**config.mk**
```make
export PLATFORM = sky130hd
export DESIGN_NAME = i2s_rx_lock_ctrl
export DESIGN_NICKNAME = d
export VERILOG_FILES = /design/src/rtl/i2s_rx_lock_ctrl.sv
export SDC_FILE = /design/constraint.sdc
export NUM_CORES = 1
export LEC_CHECK = 0
export BUFFER_PORTS_ARGS = -buffer_cell sky130_fd_sc_hd__buf_2
export CAP_MARGIN = 15
export CORE_ASPECT_RATIO = 0.6
export CORE_MARGIN = 2
export CORE_UTILIZATION = 50
export DETAILED_ROUTE_END_ITERATION = 10
export PLACE_DENSITY = 0.74
export SLEW_MARGIN = 10
export SYNTH_ARGS = -nofsm -noshare
export SYNTH_HDL_FRONTEND = slang
export SYNTH_SLANG_ARGS = --single-unit
```
**constraint.sdc**
```tcl
create_clock -name bclk -period 5.95 [get_ports bclk]
set_clock_uncertainty 0.2 [all_clocks]
set_input_delay 1.19 -clock bclk [delete_from_list [all_inputs] [get_ports bclk]]
set_output_delay 1.19 -clock bclk [all_outputs]
set_load 0.005 [all_outputs]
```
**src/rtl/i2s_rx_lock_ctrl.sv**
```systemverilog
// I2S receive lock controller: measures lrck frame period and duty in bclk cycles,
// locks after repeated identical legal frames and gates receiver valid until locked.
module i2s_rx_lock_ctrl #(
  parameter int CNT_W       = 10,
  parameter int MIN_FRAME   = 32,
  parameter int LOCK_FRAMES = 4,
  parameter int LOSS_FRAMES = 2
) (
  input  logic             bclk,
  input  logic             rst,
  input  logic             cfg_en,
  input  logic             lrck,
  input  logic             rx_valid,
  output logic             locked,
  output logic [CNT_W-1:0] frame_len,
  output logic [CNT_W-1:0] ch_bits,
  output logic             out_valid,
  output logic             fmt_err
);

  localparam int MC_W = $clog2(LOCK_FRAMES + 1);
  localparam int MS_W = $clog2(LOSS_FRAMES + 1);
  localparam logic [CNT_W-1:0] CNT_MAX   = '1;
  localparam logic [CNT_W-1:0] MIN_LEN   = CNT_W'(MIN_FRAME);
  localparam logic [MC_W-1:0]  LOCK_LAST = MC_W'(LOCK_FRAMES - 1);
  localparam logic [MS_W-1:0]  LOSS_LAST = MS_W'(LOSS_FRAMES - 1);

  typedef enum logic [1:0] {S_IDLE, S_SEARCH, S_ACQUIRE, S_LOCKED} state_t;

  state_t           state_reg, state_next;
  logic             lrck_q;
  logic [CNT_W-1:0] pcnt_reg, pcnt_next;
  logic [CNT_W-1:0] hcnt_reg, hcnt_next;
  logic [CNT_W-1:0] ref_reg, ref_next;
  logic [CNT_W-1:0] frame_len_reg, frame_len_next;
  logic [MC_W-1:0]  mcnt_reg, mcnt_next;
  logic [MS_W-1:0]  miss_reg, miss_next;
  logic             locked_reg;
  logic             fmt_err_reg, fmt_err_next;
  logic             fb, ovf, legal, match;
  logic [CNT_W-1:0] meas, high;

  // Measurement includes the boundary edge itself, so a frame of N bclk yields meas=N.
  assign fb    = lrck_q & ~lrck;
  assign ovf   = (pcnt_reg == CNT_MAX);
  assign meas  = pcnt_reg + CNT_W'(1);
  assign high  = hcnt_reg + CNT_W'(lrck_q);
  assign legal = ~meas[0] && (meas >= MIN_LEN) && (high == (meas >> 1)) && ~ovf;
  assign match = legal && (meas == frame_len_reg);

  always_comb begin
    pcnt_next = pcnt_reg;
    hcnt_next = hcnt_reg;
    if (!cfg_en || state_reg == S_IDLE || fb) begin
      pcnt_next = '0;
      hcnt_next = '0;
    end else if (!ovf) begin
      pcnt_next = pcnt_reg + CNT_W'(1);
      hcnt_next = hcnt_reg + CNT_W'(lrck_q);
    end
  end

  always_comb begin
    state_next     = state_reg;
    ref_next       = ref_reg;
    mcnt_next      = mcnt_reg;
    miss_next      = miss_reg;
    frame_len_next = frame_len_reg;
    fmt_err_next   = 1'b0;
    if (!cfg_en) begin
      state_next     = S_IDLE;
      ref_next       = '0;
      mcnt_next      = '0;
      miss_next      = '0;
      frame_len_next = '0;
    end else begin
      case (state_reg)
        S_IDLE:   state_next = S_SEARCH;
        S_SEARCH: if (fb) state_next = S_ACQUIRE;
        S_ACQUIRE: begin
          if (ovf) begin
            state_next   = S_SEARCH;
            fmt_err_next = 1'b1;
            ref_next     = '0;
            mcnt_next    = '0;
          end else if (fb) begin
            if (legal && meas == ref_reg) begin
              if (mcnt_reg == LOCK_LAST) begin
                state_next     = S_LOCKED;
                frame_len_next = ref_reg;
                mcnt_next      = '0;
                miss_next      = '0;
              end else begin
                mcnt_next = mcnt_reg + MC_W'(1);
              end
            end else begin
              ref_next  = meas;
              mcnt_next = legal ? MC_W'(1) : '0;
            end
          end
        end
        S_LOCKED: begin
          // Overflow or too many consecutive bad frames: back to a fresh search.
          if (ovf || (fb && !match && miss_reg == LOSS_LAST)) begin
            state_next     = S_SEARCH;
            fmt_err_next   = 1'b1;
            frame_len_next = '0;
            ref_next       = '0;
            mcnt_next      = '0;
            miss_next      = '0;
          end else if (fb) begin
            miss_next = match ? '0 : miss_reg + MS_W'(1);
          end
        end
        default: state_next = S_IDLE;
      endcase
    end
  end

  always_ff @(posedge bclk or posedge rst) begin
    if (rst) begin
      state_reg     <= S_IDLE;
      lrck_q        <= 1'b0;
      pcnt_reg      <= '0;
      hcnt_reg      <= '0;
      ref_reg       <= '0;
      mcnt_reg      <= '0;
      miss_reg      <= '0;
      frame_len_reg <= '0;
      locked_reg    <= 1'b0;
      fmt_err_reg   <= 1'b0;
    end else begin
      state_reg     <= state_next;
      lrck_q        <= lrck;
      pcnt_reg      <= pcnt_next;
      hcnt_reg      <= hcnt_next;
      ref_reg       <= ref_next;
      mcnt_reg      <= mcnt_next;
      miss_reg      <= miss_next;
      frame_len_reg <= frame_len_next;
      locked_reg    <= (state_next == S_LOCKED);
      fmt_err_reg   <= fmt_err_next;
    end
  end

  assign locked    = locked_reg;
  assign frame_len = frame_len_reg;
  assign ch_bits   = {1'b0, frame_len_reg[CNT_W-1:1]};
  assign out_valid = rx_valid & locked_reg;
  assign fmt_err   = fmt_err_reg;

endmodule

```
=== Word level (Yosys, flattened, before mapping) ===
Cells that the tools add are included.

* Add/sub/neg operators: 4
* $mul: 0
* Divide/modulo/power cells: 0
* Magnitude comparators: 1
* Eq/ne operators: 20
* Shifts and indexed selects: 0
* Muxes and demuxes: 45
* Bitwise operators: 5
* Reductions and logical operators: 17

{| class="wikitable"
|+ Operator list
! operator !! number
|-
| 10-bit two-way mux || 14
|-
| 10-bit case mux with 2 select lines || 2
|-
| 2-bit two-way mux || 15
|-
| 10-bit equality test || 2
|-
| 3-bit two-way mux || 6
|-
| 3-bit != test (second input constant) || 5
|-
| 4-bit != test (second input constant) || 3
|-
| 6-bit AND reduction || 2
|-
| 10-bit by 1-bit adder with 10-bit output || 1
|-
| 10-bit by 1-bit adder with 10-bit output (second input constant) || 1
|-
| 10-bit equality test (second input constant) || 1
|-
| 10-bit by 9-bit equality test with 1-bit output || 1
|-
| 10-bit by 6-bit >= comparator with 1-bit output (second input constant) || 1
|-
| 2-bit case mux with 4 select lines || 1
|-
| 1-bit logical AND || 7
|-
| 2-bit equality test (second input constant) || 3
|-
| 3-bit case mux with 2 select lines || 1
|-
| 2-bit by 1-bit equality test with 1-bit output (second input constant) || 2
|-
| 1-bit two-way mux || 4
|-
| 2-bit case mux with 2 select lines || 1
|-
| 4-bit AND reduction || 1
|-
| 3-bit by 1-bit adder with 3-bit output (second input constant) || 1
|-
| 3-bit by 2-bit equality test with 1-bit output (second input constant) || 1
|-
| 1-bit logical OR || 3
|-
| 9 further kinds || 13
|}

* Flip-flop bits (word level): 50
* Bits in latches: 0
* RAM bits: 0
* Memory bits (read-only): 0
* Output and inout port bits: 23
* Word-level logic and storage cells: 102
* Memories: 0

=== Depth between registers and ports, before layout ===
* Depth after elaboration: 14
* Gate-level depth with buffers: 13

=== Least setup slack after synthesis ===
No wires, ideal clock.

* Kind: register -> register
* From: register lrck_q
* To: register frame_len_reg[1] (netlist: frame_len[1])
* Library setup time: 0.079 ns
* Arrival: 3.097 ns
* Required time: 5.671 ns
* Setup slack: 2.573 ns
* Cell stages (with the launch flop): 13
* Clock period less this slack: 3.377 ns
* Cell sequence: dfrtp_1 ha_1 ha_1 nand3_4 xnor2_2 xnor2_1 or4_1 a2111o_1 nor4b_4 nand3_2 a211oi_2 buf_6 mux2i_1

* Cells in the longest elaborated chain, start to end: 11
* Elaborated cells between the ends (all ways): 15
* Those cells by class: add/sub (1); eq/ne (4); bitwise (1); reduce/logical (9)

{| class="wikitable"
|+ Ends and longest elaborated chain
! item !! line !! RTL
|-
| start, declared || 31 || <nowiki>logic lrck_q;</nowiki>
|-
| start signal, assigned || 134 || <nowiki>lrck_q <= lrck;</nowiki>
|-
| 10-bit by 1-bit adder with 10-bit output || 47 || <nowiki>assign high = hcnt_reg + CNT_W'(lrck_q);</nowiki>
|-
| 10-bit by 9-bit equality test with 1-bit output || 48 || <nowiki>assign legal = ~meas[0] && (meas >= MIN_LEN) && (high == (meas >> 1)) && ~ovf;</nowiki>
|-
| 1-bit logical AND (2 in series) || 48 ||
|-
| 1-bit logical AND || 49 || <nowiki>assign match = legal && (meas == frame_len_reg);</nowiki>
|-
| 1-bit zero test || 104 || <nowiki>if (ovf || (fb && !match && miss_reg == LOSS_LAST)) begin</nowiki>
|-
| 1-bit logical AND (2 in series) || 104 ||
|-
| 1-bit logical OR || 104 ||
|-
| 3-bit != test (no source line) || n/a ||
|-
| 6-bit AND reduction (no source line) * || n/a ||
|-
| end signal, assigned || 140 || <nowiki>frame_len_reg <= frame_len_next;</nowiki>
|-
| end, declared || 35 || <nowiki>logic [CNT_W-1:0] frame_len_reg, frame_len_next;</nowiki>
|}

Mark *: on every way between the ends. The rest lies on a longest branch, timed or not.
A chain may end at the register's enable or synchronous reset.

=== Worst setup path after layout ===
* From: register pcnt_reg[0]
* To: register frame_len_reg[4] (netlist: frame_len[4])

* Cells in the longest elaborated chain, start to end: 12
* Elaborated cells between the ends (all ways): 21
* Those cells by class: add/sub (1); order compare (1); eq/ne (7); bitwise (2); reduce/logical (10)

{| class="wikitable"
|+ Ends and longest elaborated chain
! item !! line !! RTL
|-
| start, declared || 32 || <nowiki>logic [CNT_W-1:0] pcnt_reg, pcnt_next;</nowiki>
|-
| start signal, assigned || 135 || <nowiki>pcnt_reg <= pcnt_next;</nowiki>
|-
| 10-bit by 1-bit adder with 10-bit output || 46 || <nowiki>assign meas = pcnt_reg + CNT_W'(1);</nowiki>
|-
| 10-bit by 6-bit >= comparator with 1-bit output or 1-bit inverter (tied branches) || 48 ||
|-
| 1-bit logical AND (3 in series) || 48 ||
|-
| 1-bit logical AND || 49 ||
|-
| 1-bit zero test || 104 ||
|-
| 1-bit logical AND (2 in series) || 104 ||
|-
| 1-bit logical OR || 104 ||
|-
| 3-bit != test (no source line) || n/a ||
|-
| 6-bit AND reduction (no source line) * || n/a ||
|}

Marks and branches as above.

==> impl_metrics.ini <==
[outcome]
outcome = finished, final reports clean

[clock_tree]
cts_made_buffers = 5
cts_tree = built
post_cts_buffers = 0
htree_levels = 2
clock_path_buffers = 2
clkLatencyLatePin_ns = 0.30
clock-root-buffer = clkbuf_16
ctsHoldBuffers = 0
post_cts_resize_count = 0
cts.sinks = 50
clkTransAtPathRegs_ns = 0.07

[synth]
synth_edf_count = 0
netlist_area_um2 = 3700
synthSimpleGateAreaFrac_pct = 28.2
synthMuxAreaShare_pct = 5.41
synthFlopType = dfrtp_1
synth-compound-area-share_pct = 15.0
syn_inst = 436
synth_nets = 446
synth_top_family_by_area = simple AND/OR/NAND/NOR gates
avgSynthCellArea_um2 = 8.49
ys_seq_area_share_pct = 33.8
synth-async-reset-ratio_pct = 100
synth_xor_area_share_pct = 9.12
ys_types = 62
synth_seq_cells = 50
yosysWarnings = 0
synthAdderAreaFrac_pct = 1.69

[place]
port_buffers = 26
dp.cells = 518
place_congestion = 1.03
hpwl_mm = 7.67

[floorplanning]
dieArea_um2 = 8130
chipWidth_um = 115
dieHeight_um = 70.7
io-pin-count = 28
start_util_pct = 51.4
coreArea_um2 = 7210
row_count = 24

[route]
drt_iter0_drc = 311
viasPerCell = 6.33
wire_per_inst_um = 20.2
dr.pass1.iters = 5
finalWirelength_mm = 10.6
drc = 0
route.antenna.remaining_nets = 0
via_count = 3331

[pwr]
p_int_mw = 0.526
switching_share_pct = 25.7
combPwrFrac_pct = 6.8
switchingPower_mw = 0.182
ir_worst_vdd_mv = 0.137
power_density_nw_per_um2 = 181
p_clk_share_pct = 44.2
p_leak_nw = 1.62
p_seq_share_pct = 49.0

[run]
drv_cap = 0

[critical_path]
arrival_ns = 4.49
worstSetupStartpointType = flop
crit_type = flop to flop
cp_data_required_time_ns = 5.97
cp_max_fo = 10
cp-end-kind = flop

[final_layout]
drive_gt1_share_pct = 12.2
nets = 444
final_common_cell = nand2_1
finalNonFillerCells = 526
fill_cells = 667
final_cell_mix = nand2_1, dfrtp_1, nor2_1
syn2layout_area_growth_pct = 5.75
final_util_pct = 54.3
antenna_cells = 0

[sta]
setup_viol = 0
slew_viol_final = 0
hold_viol = 0
fin_crit_sh_pct = 75.1
worstMarginPinSlew_ns = 0.993
post-route-min-period_ns = 4.47
tns_ns = 0
max_freq_mhz = 224
rsz0062_at_grt = no
slew_headroom_pct = 33.7

[grt]
grt_pass1_vias = 3065
track_usage_pct = 27.2
grt_max_degree = 51
antenna_found_initial = 0
grt-ovfl-total = 0
grt_pass1_wl_mm = 16.7

[worst_hold_path]
hold_path.class = flop to flop
power by group through the flow:
| stage | sequential, mW | combinational [mW] | clock (mW) |
|---|---|---|---|
| detailed placement | 0.353 | 0.0477 | 0 |
| finish | 0.347 | 0.0481 | 0.313 |
| floorplan | 0.351 | 0.0374 | 0 |
| global placement | 0.353 | 0.0471 | 0 |
| CTS | 0.347 | 0.0482 | 0.314 |
| global route | 0.348 | 0.0531 | 0.329 |
Yosys cell counts (2+ instances only):
master     number  area [um^2]
nor4_1          7         43.8
dfrtp_1        50         1250
nor2b_1         8         50.1
xor2_1         13          114
a2111o_1        2         22.5
a22oi_1         3         22.5
a21o_1          2         15.0
and3_1          9         56.3
ha_1            5         62.6
clkbuf_1       17         63.8
and2_1          7         43.8
a31oi_1         7         43.8
nor2_1         32          120
xnor3_1         3         67.6
nand3_1        14         70.1
nand3_2         2         20.0
xnor2_1        16          140
nand2_1        66          248
inv_1           9         33.8
o22ai_1         3         18.8
a221oi_1        2         17.5
buf_4          16          120
a21oi_1        20          100
nor3_1          7         35.0
buf_2           4         20.0
and4_1          3         26.3
o2111ai_1       4         35.0
or3_1          10         62.6
o21ai_0        20          100
nand4_1        12         75.1
mux2i_1        20          200
nand2b_1       10         62.6
o211ai_1        4         30.0
final timing paths:
kind | from | end | slack [ns] | cells past startpoint
min reg2reg | miss_reg[0] | miss_reg[0] | 0.31 | 1
min | miss_reg[0] | miss_reg[0] | 0.31 | 1
max reg2reg | pcnt_reg[0] | frame_len[4] | 1.48 | 10
max in group asynchronous | rst | hcnt_reg[6] | 4.15 | 2
min in group asynchronous | rst | pcnt_reg[3] | 0.85 | 2
max | pcnt_reg[0] | frame_len[4] | 1.48 | 10
kinds of logic after synthesis:
kind of cell	Yosys count
and+or+nand+nor	198
muxes	20
DFF	50
other	1
buffers and inverters	47
AOI/OAI and AO/OA	82
xor gates and xnor gates	33
adders and majority gates	5
area by class of cell:
class	count	area [um^2]	share of cell area [%]
Sequential cell	50	1250	32.0
Tap cell	91	114	2.91
Inverter	9	35.0	0.895
Multi-Input combinational cell	339	2210	56.4
Clock inverter	2	16.3	0.415
Timing Repair Buffer	29	153	3.90
Clock buffer	6	139	3.55
metrics by stage:
| step | power [mW] | hold slack, ns | setup WS (ns) | cell area (um^2) |
|---|---|---|---|---|
| after global placement | 0.400 | 0.268 | 1.63 | 3760 |
| final | 0.708 | 0.306 | 1.48 | 3920 |
| after floorplan | 0.388 | 0.257 | 2.57 | 3700 |
| after CTS | 0.709 | 0.310 | 1.54 | 3910 |
| after global routing | 0.730 | 0.327 | 1.25 | 3920 |
| after detailed placement | 0.401 | 0.301 | 1.56 | 3760 |
critical path, cell delays in order, from the launching register on:
cell and delay [ns]:
dfrtp_1 0.53, ha_1 0.35, nand4_2 0.35, or3_4 0.48, and2_1 0.30, o311a_1 0.46, nand2_1 0.10, nor4b_4 0.32
nand3_2 0.14, a211oi_2 0.88, mux2i_1 0.27
routing by layer:
metal  vias to the layer above  track usage (%)  part of all wire, %  routed length [um]
met5                         -                0                    0                   0
met4                         0             6.56                  1.1                 113
met3                        16             9.60                   13                1430
met2                       186             35.5                   39                4190
met1                      1584             42.4                   46                4900
li1                       1545                -                    -                   -
Power figures use the tool's default switching activity.
